**src/rtl/load_store_unit.sv**
```systemverilog
// rtl/load_store_unit.sv - RV32 load/store unit: single-beat bus request with byte lanes, alignment check and ack timeout.
module load_store_unit #(
  parameter int TIMEOUT_CYCLES = 255
) (
  input  logic        clk,
  input  logic        reset,
  input  logic        mem_en,
  input  logic        MemWrite,
  input  logic [1:0]  Store,
  input  logic [2:0]  Load,
  input  logic [31:0] addr,
  input  logic [31:0] wdata,
  output logic [31:0] rdata,
  output logic        stall,
  output logic        misaligned,
  output logic        bus_err,
  output logic        bus_req,
  output logic        bus_we,
  output logic [31:0] bus_addr,
  output logic [3:0]  bus_be,
  output logic [31:0] bus_wdata,
  input  logic        bus_ack,
  input  logic [31:0] bus_rdata
);

  typedef enum logic [1:0] {IDLE, REQ, DONE} state_t;

  localparam logic [7:0] LAST_CNT = 8'(TIMEOUT_CYCLES - 1);

  state_t      state_q, state_d;
  logic [7:0]  cnt_q, cnt_d;
  logic [31:0] rdata_q, rdata_d;
  logic        mis_q, mis_d;
  logic        err_q, err_d;
  logic        we_q, we_d;
  logic [31:0] baddr_q, baddr_d;
  logic [3:0]  be_q, be_d;
  logic [31:0] bwdata_q, bwdata_d;
  logic [1:0]  ld_size_q, ld_size_d;
  logic        ld_signed_q, ld_signed_d;
  logic [1:0]  ld_lo_q, ld_lo_d;

  // Access size of the incoming instruction: 0 byte, 1 half, 2 word
  logic [1:0]  size;
  logic        sign_ext;
  logic        misalign_now;
  logic [3:0]  be_now;
  logic [31:0] wfmt_now;

  always_comb begin
    size     = 2'd2;
    sign_ext = 1'b0;
    if (MemWrite) begin
      case (Store)
        2'b00:   size = 2'd0;
        2'b01:   size = 2'd1;
        default: size = 2'd2;
      endcase
    end else begin
      case (Load)
        3'b000:  begin size = 2'd0; sign_ext = 1'b1; end
        3'b001:  begin size = 2'd1; sign_ext = 1'b1; end
        3'b011:  size = 2'd0;
        3'b100:  size = 2'd1;
        default: size = 2'd2;
      endcase
    end

    misalign_now = ((size == 2'd1) && addr[0]) ||
                   ((size == 2'd2) && (addr[1:0] != 2'b00));

    case (size)
      2'd0: begin
        be_now   = 4'b0001 << addr[1:0];
        wfmt_now = {4{wdata[7:0]}};
      end
      2'd1: begin
        be_now   = addr[1] ? 4'b1100 : 4'b0011;
        wfmt_now = {2{wdata[15:0]}};
      end
      default: begin
        be_now   = 4'b1111;
        wfmt_now = wdata;
      end
    endcase
  end

  logic [7:0]  ld_byte;
  logic [15:0] ld_half;
  logic [31:0] ld_ext;

  always_comb begin
    case (ld_lo_q)
      2'd0:    ld_byte = bus_rdata[7:0];
      2'd1:    ld_byte = bus_rdata[15:8];
      2'd2:    ld_byte = bus_rdata[23:16];
      default: ld_byte = bus_rdata[31:24];
    endcase
    ld_half = ld_lo_q[1] ? bus_rdata[31:16] : bus_rdata[15:0];
    case (ld_size_q)
      2'd0:    ld_ext = {{24{ld_signed_q & ld_byte[7]}}, ld_byte};
      2'd1:    ld_ext = {{16{ld_signed_q & ld_half[15]}}, ld_half};
      default: ld_ext = bus_rdata;
    endcase
  end

  always_comb begin
    state_d     = state_q;
    cnt_d       = cnt_q;
    rdata_d     = rdata_q;
    mis_d       = mis_q;
    err_d       = err_q;
    we_d        = we_q;
    baddr_d     = baddr_q;
    be_d        = be_q;
    bwdata_d    = bwdata_q;
    ld_size_d   = ld_size_q;
    ld_signed_d = ld_signed_q;
    ld_lo_d     = ld_lo_q;
    stall       = 1'b0;

    case (state_q)
      IDLE: begin
        if (mem_en) begin
          stall = 1'b1;
          if (misalign_now) begin
            mis_d   = 1'b1;
            rdata_d = 32'h0;
            state_d = DONE;
          end else begin
            we_d        = MemWrite;
            baddr_d     = {addr[31:2], 2'b00};
            be_d        = be_now;
            bwdata_d    = wfmt_now;
            ld_size_d   = size;
            ld_signed_d = sign_ext;
            ld_lo_d     = addr[1:0];
            cnt_d       = 8'h0;
            state_d     = REQ;
          end
        end
      end
      REQ: begin
        stall = 1'b1;
        if (bus_ack) begin
          if (!we_q) rdata_d = ld_ext;
          state_d = DONE;
        end else if (cnt_q == LAST_CNT) begin
          err_d   = 1'b1;
          rdata_d = 32'h0;
          state_d = DONE;
        end else begin
          cnt_d = cnt_q + 8'd1;
        end
      end
      DONE: begin
        mis_d   = 1'b0;
        err_d   = 1'b0;
        state_d = IDLE;
      end
      default: state_d = IDLE;
    endcase
  end

  always_ff @(posedge clk) begin
    if (reset) begin
      state_q     <= IDLE;
      cnt_q       <= 8'h0;
      rdata_q     <= 32'h0;
      mis_q       <= 1'b0;
      err_q       <= 1'b0;
      we_q        <= 1'b0;
      baddr_q     <= 32'h0;
      be_q        <= 4'b0000;
      bwdata_q    <= 32'h0;
      ld_size_q   <= 2'd0;
      ld_signed_q <= 1'b0;
      ld_lo_q     <= 2'd0;
    end else begin
      state_q     <= state_d;
      cnt_q       <= cnt_d;
      rdata_q     <= rdata_d;
      mis_q       <= mis_d;
      err_q       <= err_d;
      we_q        <= we_d;
      baddr_q     <= baddr_d;
      be_q        <= be_d;
      bwdata_q    <= bwdata_d;
      ld_size_q   <= ld_size_d;
      ld_signed_q <= ld_signed_d;
      ld_lo_q     <= ld_lo_d;
    end
  end

  assign bus_req    = (state_q == REQ);
  assign rdata      = rdata_q;
  assign misaligned = mis_q;
  assign bus_err    = err_q;
  assign bus_we     = we_q;
  assign bus_addr   = baddr_q;
  assign bus_be     = be_q;
  assign bus_wdata  = bwdata_q;

endmodule
```
**config.mk**
```make
export PLATFORM = sky130hd
export DESIGN_NAME = load_store_unit
export DESIGN_NICKNAME = d
export VERILOG_FILES = /design/src/rtl/load_store_unit.sv
export SDC_FILE = /design/constraint.sdc
export NUM_CORES = 1
export LEC_CHECK = 0
export BUFFER_PORTS_ARGS = -buffer_cell sky130_fd_sc_hd__buf_2
export CAP_MARGIN = 5
export CORE_MARGIN = 1.5
export CORE_UTILIZATION = 53
export CTS_CLUSTER_SIZE = 24
export DETAILED_ROUTE_END_ITERATION = 8
export PLACE_DENSITY_LB_ADDON = 0.25
export SLEW_MARGIN = 10
export SYNTH_ARGS = -nofsm -noshare
export SYNTH_HDL_FRONTEND = slang
export SYNTH_SLANG_ARGS = --single-unit
```
**constraint.sdc**
```tcl
create_clock -name clk -period 4.8 [get_ports clk]
set_clock_uncertainty 0.05 [all_clocks]
set_input_delay 0.96 -clock clk [delete_from_list [all_inputs] [get_ports clk]]
set_output_delay 0.96 -clock clk [all_outputs]
set_load 0.02 [all_outputs]
```
After elaboration in Yosys (flattened, before gate mapping)
Index checks and enable logic that the tools add are counted.
{ "totals": {"ff_bits": 116, "output_inout_bits": 105, "wordCells": 94} }
{ "classes": {"addsub": 1, "n_eq_ne": 20, "shifts": 1, "mux": 35, "bitwise_logic": 3, "reduce_logical": 22} }
{ "ops": {"columns": ["operator", "count"], "rows": [
  ["$pmux 32 s2", 3],
  ["$mux 32", 5],
  ["$mux 8", 4],
  ["$pmux 8 s3", 1],
  ["$mux 16", 1],
  ["$pmux 8 s2", 1],
  ["$pmux 2 s2", 3],
  ["$eq 2x1->1 const B", 5],
  ["$logic_not 2->1", 5],
  ["$mux 2", 5],
  ["$ne 2x2->1 const B", 5],
  ["$reduce_and 5->1", 2],
  ["$reduce_and 3->1", 3],
  ["$add 8x1->8 const B", 1],
  ["$eq 8x8->1 const B", 1],
  ["$pmux 4 s2", 1],
  ["$reduce_bool 2->1", 4],
  ["$mux 1", 7],
  ["$eq 2x2->1 const B", 3],
  ["$pmux 1 s2", 3],
  ["$reduce_or 2->1", 3],
  ["$mux 4", 1],
  ["$shl 1x2->4 const A", 1],
  ["$eq 3x1->1 const B", 1],
  ["11 further kinds", 13]
]} }

Longest topological paths before layout
Gate-level depths: netlist of run 1.
{ "logic_depth": {"depth_word": 10, "mapped_depth": 8} }

Worst setup path before layout of run 1
OpenSTA, ideal clock, no wires.
{ "synth_path": {"kind": "input port to flip-flop", "from": "input port Load[1]", "to": "register rdata_q[0], in the netlist rdata[0]", "setup_time_ns": 0.072, "t_arrival_ns": 2.515, "required_ns": 4.678, "setup_slack_ns": 2.163, "stages": 7, "path_buffers": 2, "cell_sequence": "xor2_1 > o32a_4 > buf_6 > a22o_4 > a22oi_4 > buf_12 > mux2i_1"} }
{ "synth_via": {"elab_chain_len": 9, "word_cells_on_any_way": 15, "cone_classes": "eq/ne: 6; mux: 2; reduce/logical: 7"} }
{ "synth_lines": {"columns": ["item", "line", "source"], "rows": [
  ["start: declaration", "10", "input logic [2:0] Load,"],
  ["$eq 3x3->1, or another cell as far along", "60", "case (Load)"],
  ["$reduce_or 2->1 (no source line)", null, null],
  ["$pmux 2 s2 *", "60", null],
  ["$mux 2 *", "53", "if (MemWrite) begin"],
  ["$eq 2x1->1 / $eq 2x2->1 (equally long branches)", "69, 70", null],
  ["$logic_and 1x1->1, on equally long branches", "69, 70", null],
  ["$logic_or 1x1->1 *", "69", "misalign_now = ((size == 2'd1) && addr[0]) ||"],
  ["$ne 2x2->1 (no source line) *", null, null],
  ["$reduce_and 5->1 (no source line) *", null, null],
  ["end signal: assignment", "182", "rdata_q <= rdata_d;"],
  ["end: declaration", "32", "logic [31:0] rdata_q, rdata_d;"]
]} }
Mark *: on every way between the ends. The rest lies on a longest branch, timed or not.
A chain may end at the register's enable or synchronous reset.

Worst setup path in the final report of run 1
{ "layout_path": {"from": "input port Load[0]", "to": "register rdata_q[28], in the netlist rdata[28]"} }
The elaborated chain is that of the path after synthesis.

==> results of run 1 <==
==> placed cells by master, fill, tap and decap left out, drive strengths merged, types with 9 or more instances in the layout <==
cell / count
a311oi: 11
a211oi: 19
o21ai: 28
nor2: 39
nor3: 16
a221o: 9
dfxtp: 116
mux2i: 44
clkbuf: 17
inv: 17
nand2b: 38
nand2: 137
a21oi: 48
buf: 212
==> worst paths after layout <==
check | from | end | slack, ns | cells past startpoint
max reg2reg | cnt_q[0] | rdata[28] | 2.32 | 8
min | bus_addr[9] | bus_addr[9] | 0.40 | 2
min reg2reg | bus_addr[9] | bus_addr[9] | 0.40 | 2
max | Load[0] | rdata[28] | 1.78 | 7
==> tightest hold or removal path, stage by stage (launching register included) <==
cell and delay [ns]:
dfxtp_1 0.30, nand2_1 0.05, a21oi_1 0.05
==> sequential cells by signal (all words and copies together) (netlist names) <==
name / count
bus_be: 4
ld_size_q: 2
state_q: 2
bus_we: 1
bus_wdata: 32
cnt_q: 8
rdata: 32
ld_lo_q: 2
misaligned: 1
bus_addr: 30
bus_err: 1
ld_signed_q: 1
==> layer usage <==
metal	vias up	track usage [%]
li1	2593	-
met1	2428	31.56
met2	225	46.22
met3	38	9.712
met4	0	11.11
met5	-	0
==> power groups by stage <==
stage / Clock, W / Combinational, W / Sequential, W
2_1_floorplan: 0 / 0.000231 / 0.00110
3_3_place_gp: 0 / 0.000382 / 0.00106
3_5_place_dp: 0 / 0.000392 / 0.00106
4_1_cts: 0.00133 / 0.000394 / 0.00104
5_1_grt: 0.00138 / 0.000428 / 0.00105
6_report: 0.00131 / 0.000394 / 0.00104
==> through the flow <==
stage	hold slack (ns)	instances	power (W)	utilization [%]	cell area [um2]
2_1_floorplan	0.4088	640	0.001335	-	5424
3_3_place_gp	0.3896	932	0.001443	64.47	6360
3_5_place_dp	0.3939	932	0.001454	64.47	6360
4_1_cts	0.4020	964	0.002766	70.75	6979
5_1_grt	0.4265	964	0.002854	70.75	6979
6_report	0.3990	964	0.002751	70.75	6979
==> cells by family after synthesis <==
family	synth area share, %
simple gates	20.36
compound gates	19.85
flops	42.84
buf+inv	6.787
mux	8.333
xor+xnor	1.293
fa+ha+maj	0.4616
other cells	0.06919
==> final cells by class <==
class                   count  area (um2)  share of cell area, %
inverters                  15       56.30                 0.8067
clock inverters            15       205.2                  2.940
repair buffers            212        1074                  15.38
well taps                 133       166.4                  2.384
clock buffers              17       414.1                  5.934
flip-flops and latches    116        2322                  33.27
multi-input cells         456        2741                  39.28
==> metrics, run 1 <==
post-CTS setup buffer count=0; Synth Register Bits=around 120; clock buffer count from CTS=17; post-route setup TNS=0 ns; fillers=773; Worst Path Buf+Inv=2; crit start category=primary input; Rows=36; Clock Root Buffer=clkbuf_8; drt pass-1 iters=5; sequential share of the synthesized area=42.84%; Hold WC Path Type=reg -> reg; Mean Syn Cell Area=8.482 um2; starting density of the core=54.95%; Hold Buf Count CTS=0; Seq pwr share=37.9%; largest cells by area after synthesis=dfxtp_1 (43%), nand2_1 (9.5%), mux2i_1 (8.1%); Place WS=1.283 ns; status=complete, no violations; CP arrival=3.42 ns; Final WS setup=1.777 ns; met2 wire len=7143 um; port bufs=208; Ant. Diodes=0; unrepaired setup endpoints after global routing=false; top_reg_cell synth=dfxtp_1; Psw=0.0007478 W; Pins Over Slew Limit=0; Net Sw Frac=a little over a quarter; Clock power frac=between 40 and 50%; count of final hold-check violations=0; maxcap violations=0; synth cell count leaders=nand2_1 (137), dfxtp_1 (116), a21oi_1 (48); WL/cell=between 15 and 20 um; Slew @ Worst Pin=about 1.1 ns; critical path's largest stage delay=0.64 ns; largest net degree at the start of global routing=119; most frequent cell after synthesis=nand2_1; Iter 0 DRT Violations=299; Top delay family on crit path=compound AO/OA/AOI/OAI gates; setup violators final=0; Final period util=between 60% and 70%; worst path cell trace=buf_2 > mux2_1 > o21a_2 > a22o_4 > a22oi_4 > buf_4 > mux2i_1; Metal-1 WL=6107 um; power per standard cell area=394.2 mW/mm2; H-tree depth=4; I/O pin count=about 210; final wirelength=14820 um; GP Congestion=0.8928; Total GRT Usage=between 20% and 30%; final antenna-violating net count=0; Critical Path Fanout Max=21; CTS tree=yes; share of the synthesized area in the top cell type=42.84%; Clock Latency Late Sink=0.52 ns; share of layout cells above drive strength 1=30.93%; Clock transition at path regs=0.06 ns; DP HPWL=10190 um; crit end category=flip-flop; via density per instance=5.481; Syn Inst Count=about 640; Chip Width=104.1 um; Max VDD drop=between 0.2 and 0.3 mV; ys async rst share=0%; cell taking the most area after synthesis=dfxtp_1; first-pass GRT wire length=24050 um; met3 WL=about 1200 um; initial antenna violation count=0; Leak=between 3 and 4 nW; CTS Buffer Depth=2; fin crit period=3.023 ns; Mapped Area=0.005420 mm2; via count=5284; Setup CP Type=in -> reg; Distinct cells, synth=50; Worst Path Required=between 5 and 6 ns; maximum clock rate=330.8 MHz; number of remaining DRC errors=0; nets@finish=~900; vias in the first global route=between 5000 and 6000; Internal=0.002003 W; P&R area growth vs syn=28.76%; Warnings, synthesis=0; Gate power share=roughly 14%; Slowest cell on crit path=a22oi_4; gr ovfl total=0; uppermost layer routed=met4; CORE AREA=0.009864 mm2; number of flops mapped to enable cells by yosys=0; Post-CTS Resized=0; Die H=approximately 100 um; clk sinks=116; die area=approximately 0.011 mm2; Max-slew headroom=24.62%
(Power assumes the default switching activity.)
==> inputs of run 2 (changes only) <==
Settings changed: CORE_UTILIZATION 53 to 49.
Clock period 4.8 ns to 2.9 ns, I/O delays scaled along.
==> run 2 against run 1 <==
Compared with the run above: global-route usage decreased by 2.3 points; count of clock-buffer cells in the layout grew 11; cell area is 0.36% higher; setup slack lost 1.1 ns; wire length down 0.26%; hold slack lost 0.14 ns; power increased by 56%; register-to-register slack worse by 1.6 ns; critical path type is now reg -> reg; highest routed layer is now met5.
==> metrics, run 2 (same netlist as run 1, synthesis figures left out) <==
Worst Path Required=3.22 ns (-1.98 ns); CTS tree=yes; fin crit period=2.180 ns; Internal=0.003153 W (+57%); vias in the first global route=4931 (-1.8%); end point of the critical path=cnt_q[5]; DP HPWL=10660 um (+4.6%); H-tree depth=4 (unchanged); WL/cell=15.11 um (-1.7%); Metal-1 WL=6035 um (-1.2%); uppermost layer routed=met5; CORE AREA=0.01079 mm2 (+9.4%); setup violators final=0 (unchanged); share of layout cells above drive strength 1=31.15% (+0.22 points); status=complete, no violations; most used cell, CP=and3_1; Seq pwr share=40.0% (+2.1 points); count of final hold-check violations=0 (unchanged); Chip Width=108.2 um (+3.9%); Max-slew headroom=46.23% (+22 points); Clock transition at path regs=0.05 ns (about the same); CP arrival=2.50 ns (-0.92 ns); final antenna-violating net count=0 (unchanged); drt pass-1 iters=7 (+2); Hold WC Path Type=in -> reg; Post-CTS Resized=0 (unchanged); Slowest cell on crit path=a211oi_2; commonest cells after routing, fill and taps aside=buf_2 (207), nand2_1 (137), dfxtp_1 (116), a21oi_1 (48), mux2i_1 (44); Pins Over Slew Limit=0 (unchanged); Psw=0.001136 W (+52%); reg-to-reg slack, setup=0.72 ns (-1.60 ns); maxcap violations=0 (unchanged); worst path cell trace=inv_1 > ha_1 > and3_1 > a211oi_2 > and3_1 > xnor2_1 > nor3_1; gr ovfl total=0 (unchanged); Crit. Startpoint=cnt_q[0]; number of remaining DRC errors=0 (unchanged); met2 wire len=7232 um (+1.2%); nets@finish=934 (+0.86%); final wirelength=14780 um (-0.26%); port bufs=208 (unchanged); Slew @ Worst Pin=0.8065 ns (-0.3243 ns); GP Congestion=0.7947 (-11%); first-pass GRT wire length=23360 um (-2.8%); Iter 0 DRT Violations=362 (+21%); I/O pin count=211 (unchanged); Ant. Diodes=0 (unchanged); Final period util=between 70% and 80%; worst reg2reg path startpoint=cnt_q[0]; met3 WL=1296 um (+12%); CTS Buffer Depth=2 (unchanged); Die H=108.2 um (+3.9%); crit end category=flip-flop; clk sinks=116 (unchanged); Net Sw Frac=26.49% (-0.69 points); final hold slack=0.2582 ns (-0.1409 ns); post-CTS setup buffer count=0 (unchanged); critical path's largest stage delay=0.60 ns (-0.04 ns); Clock Root Buffer=clkbuf_8; unrepaired setup endpoints after global routing=false; most common cell after layout, fill and taps aside=buf_2; Final Util=64.90% (-5.9 points); crit start category=flip-flop; starting density of the core=50.22% (-4.7 points); via count=5285 (+0.019%); R2R Path End=cnt_q[5]; Hold Buf Count CTS=0 (unchanged); worst reg-to-reg path cell count=7 (-1); Clock Latency Late Sink=0.51 ns (about the same); P&R area growth vs syn=29.22%; Critical Path Fanout Max=10 (-52%); Rows=38 (+5.6%); Clock power frac=44.0% (-3.8 points); Max VDD drop=0.3381 mV (+23%); maximum clock rate=458.7 MHz; clock buffer count from CTS=17 (unchanged); via density per instance=5.404 (-1.4%); Leak=3.216 nW (+1.0%); largest net degree at the start of global routing=85 (-29%); Gate power share=15.9% (+1.6 points); initial antenna violation count=1 (+1); power per standard cell area=612.4 mW/mm2 (+55%); die area=0.01170 mm2 (+7.9%); post-route setup TNS=0 ns (unchanged); Total GRT Usage=25.08% (-2.3 points); Setup CP Type=reg -> reg
-- run 2: critical path, delay by kind of cell, from the launching register on --
kind,cells,cell delay (ns)
compound gates,1,0.60
buf+inv,1,0.08
simple gates,3,0.55
fa+ha+maj,1,0.21
flops,1,0.42
xor+xnor,1,0.14
-- run 2: how the worst min path moves through the flow --
| stage | start | to | slack [ns] | cells after the start |
|---|---|---|---|---|
| 6_report | addr[14] | bus_addr[14] | 0.26 | 3 |
| 5_1_grt | addr[24] | bus_addr[24] | 0.25 | 3 |
| 4_1_cts | addr[20] | bus_addr[20] | 0.24 | 3 |
| 3_5_place_dp | bus_addr[2] | bus_addr[2] | 0.39 | 2 |
| 3_3_place_gp | bus_addr[25] | bus_addr[25] | 0.39 | 2 |
| 2_1_floorplan | ld_signed_q | ld_signed_q | 0.41 | 2 |
-- run 2: metal layers --
metal	track usage [%]	vias to the layer above
li1	-	2602
met1	30.40	2446
met2	41.64	215
met5	0	-
met4	8.741	2
met3	8.318	20
-- run 2: final cells by class --
cell class	instances	area (um2)
Timing Repair Buffer	220	1159
Clock buffer	28	535.5
Sequential cell	116	2322
Multi-Input combinational cell	456	2741
Tap cell	140	175.2
Clock inverter	3	15.01
Inverter	15	56.30
Fill cell	945	3789
-- run 2: power groups by stage --
stage               clock network, W  registers [W]  logic [W]
floorplan                          0        0.00183   0.000383
global placement                   0        0.00174   0.000667
detailed placement                 0        0.00175   0.000682
CTS                          0.00191        0.00172   0.000685
global route                 0.00200        0.00173   0.000742
finish                       0.00189        0.00172   0.000683
-- run 2: stage by stage --
step	instances	setup slack, ns	area, um2	total power [W]
3_3_place_gp	947	0.4114	6454	0.002411
3_5_place_dp	947	0.3729	6454	0.002429
6_report	978	0.7201	7004	0.004289
5_1_grt	978	0.5841	7004	0.004462
4_1_cts	978	0.7205	7004	0.004314
2_1_floorplan	640	0.6434	5424	0.002210
